==> src/rtl/calc_pkg.sv <==
// Shared calculator datapath constants and the converter state encoding.
// Used by the arithmetic unit, the BCD converter and the display driver.
package calc_pkg;

    localparam int CALC_WIDTH = 14;
    localparam int CALC_MAX   = 9999;
    localparam int BCD_DIGITS = 4;

    typedef enum logic {
        ST_IDLE  = 1'b0,
        ST_SHIFT = 1'b1
    } state_t;

endpackage

==> src/rtl/bin_to_bcd_seq_if.sv <==
// Start/done handshake and result bus between the arithmetic unit (master)
// and the sequential binary-to-BCD converter (slave).
interface bin_to_bcd_seq_if
    import calc_pkg::*;
#(
    parameter int WIDTH  = CALC_WIDTH,
    parameter int DIGITS = BCD_DIGITS
);

    logic                  start;
    logic [WIDTH-1:0]      bin_in;
    logic                  busy;
    logic                  done;
    logic [4*DIGITS-1:0]   bcd_out;
    logic [DIGITS-1:0]     blank;
    logic                  overflow;

    modport master (
        output start, bin_in,
        input  busy, done, bcd_out, blank, overflow
    );

    modport slave (
        input  start, bin_in,
        output busy, done, bcd_out, blank, overflow
    );

endinterface

==> src/rtl/bin_to_bcd_seq_add3.sv <==
// Double-dabble digit corrector: a BCD digit of 5 or more gets 3 added so
// that the following left shift carries correctly into the next digit.
module bcd_add3 (
    input  logic [3:0] din,
    output logic [3:0] dout
);

    always_comb begin
        dout = (din >= 4'd5) ? din + 4'd3 : din;
    end

endmodule

==> src/rtl/bin_to_bcd_seq.sv <==
// Sequential binary-to-BCD converter: clamps to the display limit, then runs
// one double-dabble iteration per clock and reports digits plus blank mask.
module bin_to_bcd_seq
    import calc_pkg::*;
#(
    parameter int WIDTH   = CALC_WIDTH,
    parameter int DIGITS  = BCD_DIGITS,
    parameter int MAX_VAL = CALC_MAX
) (
    input  logic             clk,
    input  logic             rst,
    bin_to_bcd_seq_if.slave  bus
);

    localparam int                ACC_W     = 4 * DIGITS;
    localparam int                CNT_W     = (WIDTH > 1) ? $clog2(WIDTH) : 1;
    localparam logic [WIDTH-1:0]  MAX_W     = WIDTH'(MAX_VAL);
    localparam logic [CNT_W-1:0]  CNT_TOP   = CNT_W'(WIDTH - 1);
    localparam logic [DIGITS-1:0] BLANK_RST = ~DIGITS'(1);

    state_t              state_q, state_d;
    logic [ACC_W-1:0]    acc_q, acc_d;
    logic [WIDTH-1:0]    opnd_q, opnd_d;
    logic [CNT_W-1:0]    cnt_q, cnt_d;
    logic                clamp_q, clamp_d;
    logic [ACC_W-1:0]    bcd_q, bcd_d;
    logic [DIGITS-1:0]   blank_q, blank_d;
    logic                ovf_q, ovf_d;
    logic                done_q, done_d;

    logic [ACC_W-1:0]    acc_corr;
    logic [ACC_W-1:0]    acc_shift;
    logic [DIGITS-1:0]   blank_calc;

    for (genvar g = 0; g < DIGITS; g++) begin : g_digit
        bcd_add3 u_add3 (
            .din  (acc_q[4*g +: 4]),
            .dout (acc_corr[4*g +: 4])
        );
    end

    // Correct every digit first, then shift the operand MSB into the accumulator.
    assign acc_shift = {acc_corr[ACC_W-2:0], opnd_q[WIDTH-1]};

    always_comb begin : blank_scan
        logic zero_above;
        zero_above = 1'b1;
        blank_calc = '0;
        for (int i = DIGITS - 1; i >= 0; i--) begin
            zero_above    = zero_above & (acc_shift[4*i +: 4] == 4'd0);
            blank_calc[i] = zero_above;
        end
        blank_calc[0] = 1'b0;
    end

    always_comb begin
        // NOTE: every next-state signal gets its hold value first, so no path
        // through the case statement can leave one unassigned and infer a latch.
        state_d = state_q;
        acc_d   = acc_q;
        opnd_d  = opnd_q;
        cnt_d   = cnt_q;
        clamp_d = clamp_q;
        bcd_d   = bcd_q;
        blank_d = blank_q;
        ovf_d   = ovf_q;
        done_d  = 1'b0;

        case (state_q)
            ST_IDLE: begin
                if (bus.start) begin
                    state_d = ST_SHIFT;
                    cnt_d   = CNT_TOP;
                    acc_d   = '0;
                    clamp_d = (bus.bin_in > MAX_W);
                    opnd_d  = (bus.bin_in > MAX_W) ? MAX_W : bus.bin_in;
                end
            end
            ST_SHIFT: begin
                acc_d  = acc_shift;
                opnd_d = {opnd_q[WIDTH-2:0], 1'b0};
                cnt_d  = cnt_q - CNT_W'(1);
                if (cnt_q == '0) begin
                    bcd_d   = acc_shift;
                    blank_d = blank_calc;
                    ovf_d   = clamp_q;
                    done_d  = 1'b1;
                    state_d = ST_IDLE;
                end
            end
            default: state_d = ST_IDLE;
        endcase
    end

    // NOTE: state is updated with non-blocking assignments so every register
    // samples the pre-edge values; the shift register is small and is cleared
    // on reset along with the control state.
    always_ff @(posedge clk) begin
        if (rst) begin
            state_q <= ST_IDLE;
            acc_q   <= '0;
            opnd_q  <= '0;
            cnt_q   <= '0;
            clamp_q <= 1'b0;
            bcd_q   <= '0;
            blank_q <= BLANK_RST;
            ovf_q   <= 1'b0;
            done_q  <= 1'b0;
        end else begin
            state_q <= state_d;
            acc_q   <= acc_d;
            opnd_q  <= opnd_d;
            cnt_q   <= cnt_d;
            clamp_q <= clamp_d;
            bcd_q   <= bcd_d;
            blank_q <= blank_d;
            ovf_q   <= ovf_d;
            done_q  <= done_d;
        end
    end

    assign bus.busy     = (state_q == ST_SHIFT);
    assign bus.done     = done_q;
    assign bus.bcd_out  = bcd_q;
    assign bus.blank    = blank_q;
    assign bus.overflow = ovf_q;

endmodule

==> src/flat_wrapper.sv <==
// flat-port wrapper written by rule: the top's interface ports become plain ports
module bin_to_bcd_seq_flat import calc_pkg::*;
#(
    parameter int WIDTH   = CALC_WIDTH,
    parameter int DIGITS  = BCD_DIGITS,
    parameter int MAX_VAL = CALC_MAX
)
  (clk, rst, bus_start, bus_bin_in, bus_busy, bus_done, bus_bcd_out, bus_blank, bus_overflow);
  bin_to_bcd_seq_if #(.WIDTH(WIDTH), .DIGITS(DIGITS)) bus_i ();
  input  logic clk;
  input  logic rst;
  input wire logic [$bits(bus_i.start)-1:0] bus_start;
  input wire logic [$bits(bus_i.bin_in)-1:0] bus_bin_in;
  output wire logic [$bits(bus_i.busy)-1:0] bus_busy;
  output wire logic [$bits(bus_i.done)-1:0] bus_done;
  output wire logic [$bits(bus_i.bcd_out)-1:0] bus_bcd_out;
  output wire logic [$bits(bus_i.blank)-1:0] bus_blank;
  output wire logic [$bits(bus_i.overflow)-1:0] bus_overflow;
  assign bus_i.start = bus_start;
  assign bus_i.bin_in = bus_bin_in;
  assign bus_busy = bus_i.busy;
  assign bus_done = bus_i.done;
  assign bus_bcd_out = bus_i.bcd_out;
  assign bus_blank = bus_i.blank;
  assign bus_overflow = bus_i.overflow;
  bin_to_bcd_seq #(.WIDTH(WIDTH), .DIGITS(DIGITS), .MAX_VAL(MAX_VAL)) u_core (.clk(clk), .rst(rst), .bus(bus_i));
endmodule
==> config.mk <==
export PLATFORM = sky130hd
export DESIGN_NAME = bin_to_bcd_seq_flat
export DESIGN_NICKNAME = d
export VERILOG_FILES = /design/src/rtl/calc_pkg.sv /design/src/rtl/bin_to_bcd_seq_if.sv /design/src/rtl/bin_to_bcd_seq_add3.sv /design/src/rtl/bin_to_bcd_seq.sv /design/src/flat_wrapper.sv
export SDC_FILE = /design/constraint.sdc
export NUM_CORES = 1
export LEC_CHECK = 0
export ABC_CLOCK_PERIOD_IN_PS = 1800
export CORE_MARGIN = 5
export CORE_UTILIZATION = 50
export CTS_BUF_LIST = sky130_fd_sc_hd__clkbuf_2
export CTS_CLUSTER_SIZE = 10
export DETAILED_ROUTE_END_ITERATION = 8
export GPL_TIMING_DRIVEN = 0
export PLACE_DENSITY = 0.77
export SYNTH_ARGS = -nofsm -noshare
export SYNTH_HDL_FRONTEND = slang
export SYNTH_SLANG_ARGS = --single-unit
==> constraint.sdc <==
create_clock -name clk -period 1.8 [get_ports clk]
set_input_delay 0.27 -clock clk [delete_from_list [all_inputs] [get_ports clk]]
set_output_delay 0.27 -clock clk [all_outputs]
set_load 0.01 [all_outputs]
Word level (Yosys, flattened, before mapping) --
Index checks and enable logic that the tools add are counted.
Word-level totals: bits in registers 57, input bits 17, output and inout bits 23, logic and storage cells 45
Operators by class: $add $sub $neg 5, magnitude comparators 5, equal/unequal tests 1, muxes and demuxes 15, bitwise gates (word level) 3, reductions and logical operators 7
Operators by type and width (number):
- 16-bit one-hot mux with 2 select lines | 1
- 14-bit two-way mux | 2
- 14-bit one-hot mux with 2 select lines | 1
- 4-bit by 3-bit >= comparator with 1-bit output (second input constant) | 4
- 4-bit logical NOT | 4
- 16-bit two-way mux | 1
- 4-bit two-way mux | 4
- 14-bit greater-than comparator (second input constant) | 1
- 4-bit by 2-bit adder with 4-bit output (second input constant) | 3
- 4-bit one-hot mux with 2 select lines | 1
- 2-bit AND reduction | 2
- 4-bit by 1-bit subtractor with 4-bit output (second input constant) | 1
- 3-bit by 2-bit adder with 3-bit output (second input constant) | 1
- 1-bit two-way mux | 3
- 3-bit two-way mux | 1
- 1-bit bitwise AND | 2
- 2-bit inequality test (second input constant) | 1
- 1-bit one-hot mux with 2 select lines | 1
- 2-bit OR reduction | 1
- 1-bit inverter | 1

Logic depth before layout (Yosys ltp) --
depth in word-level cells 5, mapped depth 8, depth with buffers taken out 7

By module --
Synthesis repeated with hierarchy kept, for this count alone.
Second synthesis, totals: cell total of the unflattened synthesis 338, area total of the unflattened synthesis 2778.9 µm²
By module, submodules not included:
- bin_to_bcd_seq | times used 1, cells each 274, area an instance 2373.5 µm², seq. area each 1141.1 µm²
- bcd_add3 | times used 4, cells each 16, area an instance 101.3 µm², seq. area each 0.0 µm²

Worst setup path after synthesis --
Ideal clock, no wire load.
path type register to register, start point register u_core.cnt_q[0], end point register u_core.blank_q[1] (netlist: u_core.bus.blank[1]), arrival time 1.678 ns, path slack 0.035 ns, cell stages (with the launch flop) 9, cell sequence dfxtp_1 -> inv_1 -> ha_1 -> nand2_1 -> or3_1 -> buf_2 -> a2111oi_4 -> nand4_1 -> o31ai_1
Between the ends: longest elaborated chain between the ends 2
Ends and longest elaborated chain:
- start: declaration | RTL line bin_to_bcd_seq.sv:24 | logic [CNT_W-1:0] cnt_q, cnt_d;
- start signal: assignment | RTL line bin_to_bcd_seq.sv:113 | cnt_q <= cnt_d;
- 4-bit logical NOT | RTL line bin_to_bcd_seq.sv:83 | if (cnt_q == '0) begin
- 2-bit AND reduction (no line)
- end signal: assignment | RTL line bin_to_bcd_seq.sv:116 | blank_q <= blank_d;
- end: declaration | RTL line bin_to_bcd_seq.sv:27 | logic [DIGITS-1:0] blank_q, blank_d;
No other way between the ends. A chain may end at the register's enable or synchronous reset.

Final worst setup path --
start point register u_core.cnt_q[1], end point register u_core.blank_q[1] (netlist: u_core.bus.blank[1])
Same word-level chain as after synthesis.

==> impl_metrics.yaml <==
grt:
  grt.total_usage: 0.205
  antenna_found_initial: 0
  grt_pass1_vias: 2403
  gr-total-overflow: 0
  grt_pass1_wl_um: 11600
  grt_max_degree: 11
worst_setup_path:
  cp_slowest_cell: "or3_4"
  rr_worst_depth: 7
  required_ns: 2.21
  reg2reg_to: "u_core.bus.blank[1]"
  cp_max_fo: 4
  critical-path-max-stage-delay_ns: 0.38
  worstSetupPathType: "reg -> reg"
  startpoint_type: "flip-flop"
  timing.rr.start: "u_core.cnt_q[1]"
  cp_cell_sequence: "inv_2 > ha_4 > nand2_4 > or3_4 > a2111oi_4 > nand4_1 > o31ai_1"
  worst_setup_path_end_kind: "flip-flop"
  timing.reg2reg.setup_slack_ns: -0.04
  arrival_ns: 2.25
timing:
  rsz0062_at_grt: "true"
  post-route-period-util: 1.02
  drv_slew: 0
  worst_pin_slew_ns: 0.582
  finClkSkew_ns: 0.00918
  post-route-min-period_ns: 1.84
  finalSetupViolations: 1
  setup_ws_ns: -0.0353
  tns_ns: -0.0353
  clock.fmax_mhz: 545
  max_slew_margin: 0.612
  final_hold_viol_count: 0
clocking:
  clk_pin_slew_ns: 0.15
  clock_path_buffers: 2
  cts_tree: "yes"
  insertion_delay_ns: 0.48
  hold_buffers: 0
  h-tree-depth: 3
  numCtsBuffers: 9
  cts_root_buf: "clkbuf_2"
  cts_num_sinks: 57
floorplanning:
  std_cell_rows: 26
  ioPinCount: 40
  core_area_mm2: 0.00517
  start_util: 0.522
  die_y_um: 83.5
  fp.dieW_um: 83.5
  die_area_mm2: 0.00696
pwr:
  seq_power_share: 0.577
  net-switching-power_w: 0.000704
  peakVddDrop_v: 0.000414
  combinationalPowerShare: 0.166
  swShare: 0.300
  powerDensity_mw_per_mm2: 708
  power.static_leakage_nw: 1.21
  intPower_w: 0.00164
  clkPwrFrac: 0.258
logic_synthesis:
  postSynthCellCount: 332
  synth_area_leader_cell: "dfxtp_1"
  synth_top_area_frac: 0.423
  avgSynthCellArea_um2: 8.13
  synth-edff-count: 0
  async_reset_ff_frac: 0
  synth_area_leaders: "dfxtp_1 (42%), a21oi_1 (11%), nor3b_1 (5.3%)"
  synth_top_family_by_area: "simple AND/OR/NAND/NOR gates"
  synth_area_mm2: 0.00270
  ys_ff_latch: 57
  syn_nets: 358
  synth_cell_type_count: 36
  synth_compound_area_frac: 0.198
  synth_xor_area_frac: 0.0130
  ys_seq_area_frac: 0.423
  synth-simple-area-share: 0.231
  synthMuxAreaShare: 0.0417
  synth-main-ff-cell: "dfxtp_1"
  yosysWarnings: 0
  synthAdderAreaFrac: 0.0417
placed_design:
  dp_slack_ns: -0.279
  dp_cells: 439
  port_buffers: 37
  gp_congestion: 0.819
  dp_hpwl_um: 4710
min_path:
  holdCritPathClass: "in -> reg"
  whs_path_depth: 3
  hp-start: "bus_bin_in[4]"
  worst_hold_path.endpoint: "u_core.opnd_q[4]"
finish:
  synthToLayoutAreaGrowth_pct: 22.8
  layout_commonest_cell: "a21oi_1"
  nets: 409
  layout_common_cells: "a21oi_1 (57), dfxtp_1 (51), nor2_1 (37), clkdlybuf4s50_1 (37), nand2_1 (30)"
  final_cells: 457
  antennaDiodeCount: 0
  drive_above_1_share: 0.101
detailed_routing:
  drt-total-wl_um: 6720
  drtPass1Iterations: 4
  drtAntennaViolNets: 0
  dr_total_vias: 2470
  wire_per_inst_um: 14.7
  vias_per_cell: 5.40
  drc: 0
  first_iter_violations: 177
status:
  status: "finished with violations"
  violations: "setup timing"
run:
  cap_violations: 0
-- flip-flops by register name, indices dropped and copies added (netlist names), 3 cells and up --
register,cells
u_core.cnt_q,4
u_core.bus.blank,3
u_core.bus.bcd_out,16
u_core.opnd_q,14
u_core.acc_q,16
-- cell type report --
cell class,instances,area (um2)
fill,474,1860
sequential,57,1150
buffer,22,91.3
clock buffer,9,45.0
timing repair buffer,41,400
tap,70,87.6
clock inverter,6,26.3
multi-input combinational,241,1470
inverter,11,41.3
-- cells in the mapped netlist (all sizes together), types with 5 or more instances --
| master | instances |
|---|---|
| inv | 11 |
| nor3b | 19 |
| buf | 5 |
| dfxtp | 57 |
| a211oi | 6 |
| ha | 9 |
| o21ai | 11 |
| nand3 | 6 |
| nand2b | 11 |
| clkbuf | 18 |
| a21oi | 58 |
| mux2i | 9 |
| nor3 | 11 |
| nor2 | 37 |
| nand2 | 31 |
-- per-layer routing --
layer,vias up,share of wire,track usage
met5,-,0,0
met4,0,0.021,0.0921
met3,14,0.043,0.0592
met2,52,0.48,0.322
met1,1147,0.46,0.260
li1,1257,-,-
-- power groups by stage --
stage / Sequential (W) / Combinational (W) / Clock [W]
2_1_floorplan: 0.00138 / 0.000206 / 0
4_1_cts: 0.00135 / 0.000388 / 0.000620
3_3_place_gp: 0.00138 / 0.000356 / 0
5_1_grt: 0.00136 / 0.000425 / 0.000686
3_5_place_dp: 0.00138 / 0.000362 / 0
6_report: 0.00135 / 0.000389 / 0.000604
-- through the flow --
stage	power [W]	hold WS, ns	instance area (um2)	utilization
4_1_cts	0.00236	0.354	3310	0.640
3_5_place_dp	0.00174	0.445	3160	0.610
2_1_floorplan	0.00159	0.360	2700	-
5_1_grt	0.00247	0.335	3310	0.641
3_3_place_gp	0.00173	0.445	3160	0.610
6_report	0.00235	0.369	3310	0.641
-- how the worst max path moves through the flow --
stage                           startpoint                endpoint  slack [ns]  cells after the start
after floorplan            u_core.cnt_q[0]     u_core.bus.blank[1]        0.03                      8
after global placement     u_core.cnt_q[0]  u_core.bus.bcd_out[12]       -0.21                      7
after detailed placement   u_core.cnt_q[0]  u_core.bus.bcd_out[12]       -0.28                      7
after CTS                  u_core.cnt_q[1]     u_core.bus.blank[1]       -0.03                      8
after global routing      u_core.acc_q[13]     u_core.bus.blank[1]       -0.13                      7
final                      u_core.cnt_q[1]     u_core.bus.blank[1]       -0.04                      7
-- kinds of logic (layout without fill, tap and decap cells) --
| kind of cell | after synthesis | in the layout |
|---|---|---|
| muxes | 11 | 11 |
| adders and majority gates | 9 | 9 |
| DFF | 57 | 57 |
| and+or+nand+nor | 126 | 126 |
| xor gates and xnor gates | 4 | 4 |
| other | 1 | 1 |
| buffers and inverters | 34 | 89 |
| AOI/OAI and AO/OA | 90 | 90 |
-- worst max-delay path: cells and delay by family (launching register included) --
kind	cells	cell delay, ns
adder cells (fa/ha/maj)	1	0.14
flip-flops	1	0.35
AND/OR/NAND/NOR	3	0.62
AO/OA/AOI/OAI	2	0.57
buffers and inverters	1	0.07
-- timing repair --
item | in CTS | in global routing
hold endpoints to repair | 0 | 0
resized for setup | 18 | 9
setup buffers | 4 | 0
pin swaps | 5 | 5
setup endpoints to repair | 22 | 13
No activity file was read; power rests on OpenSTA's default activity.
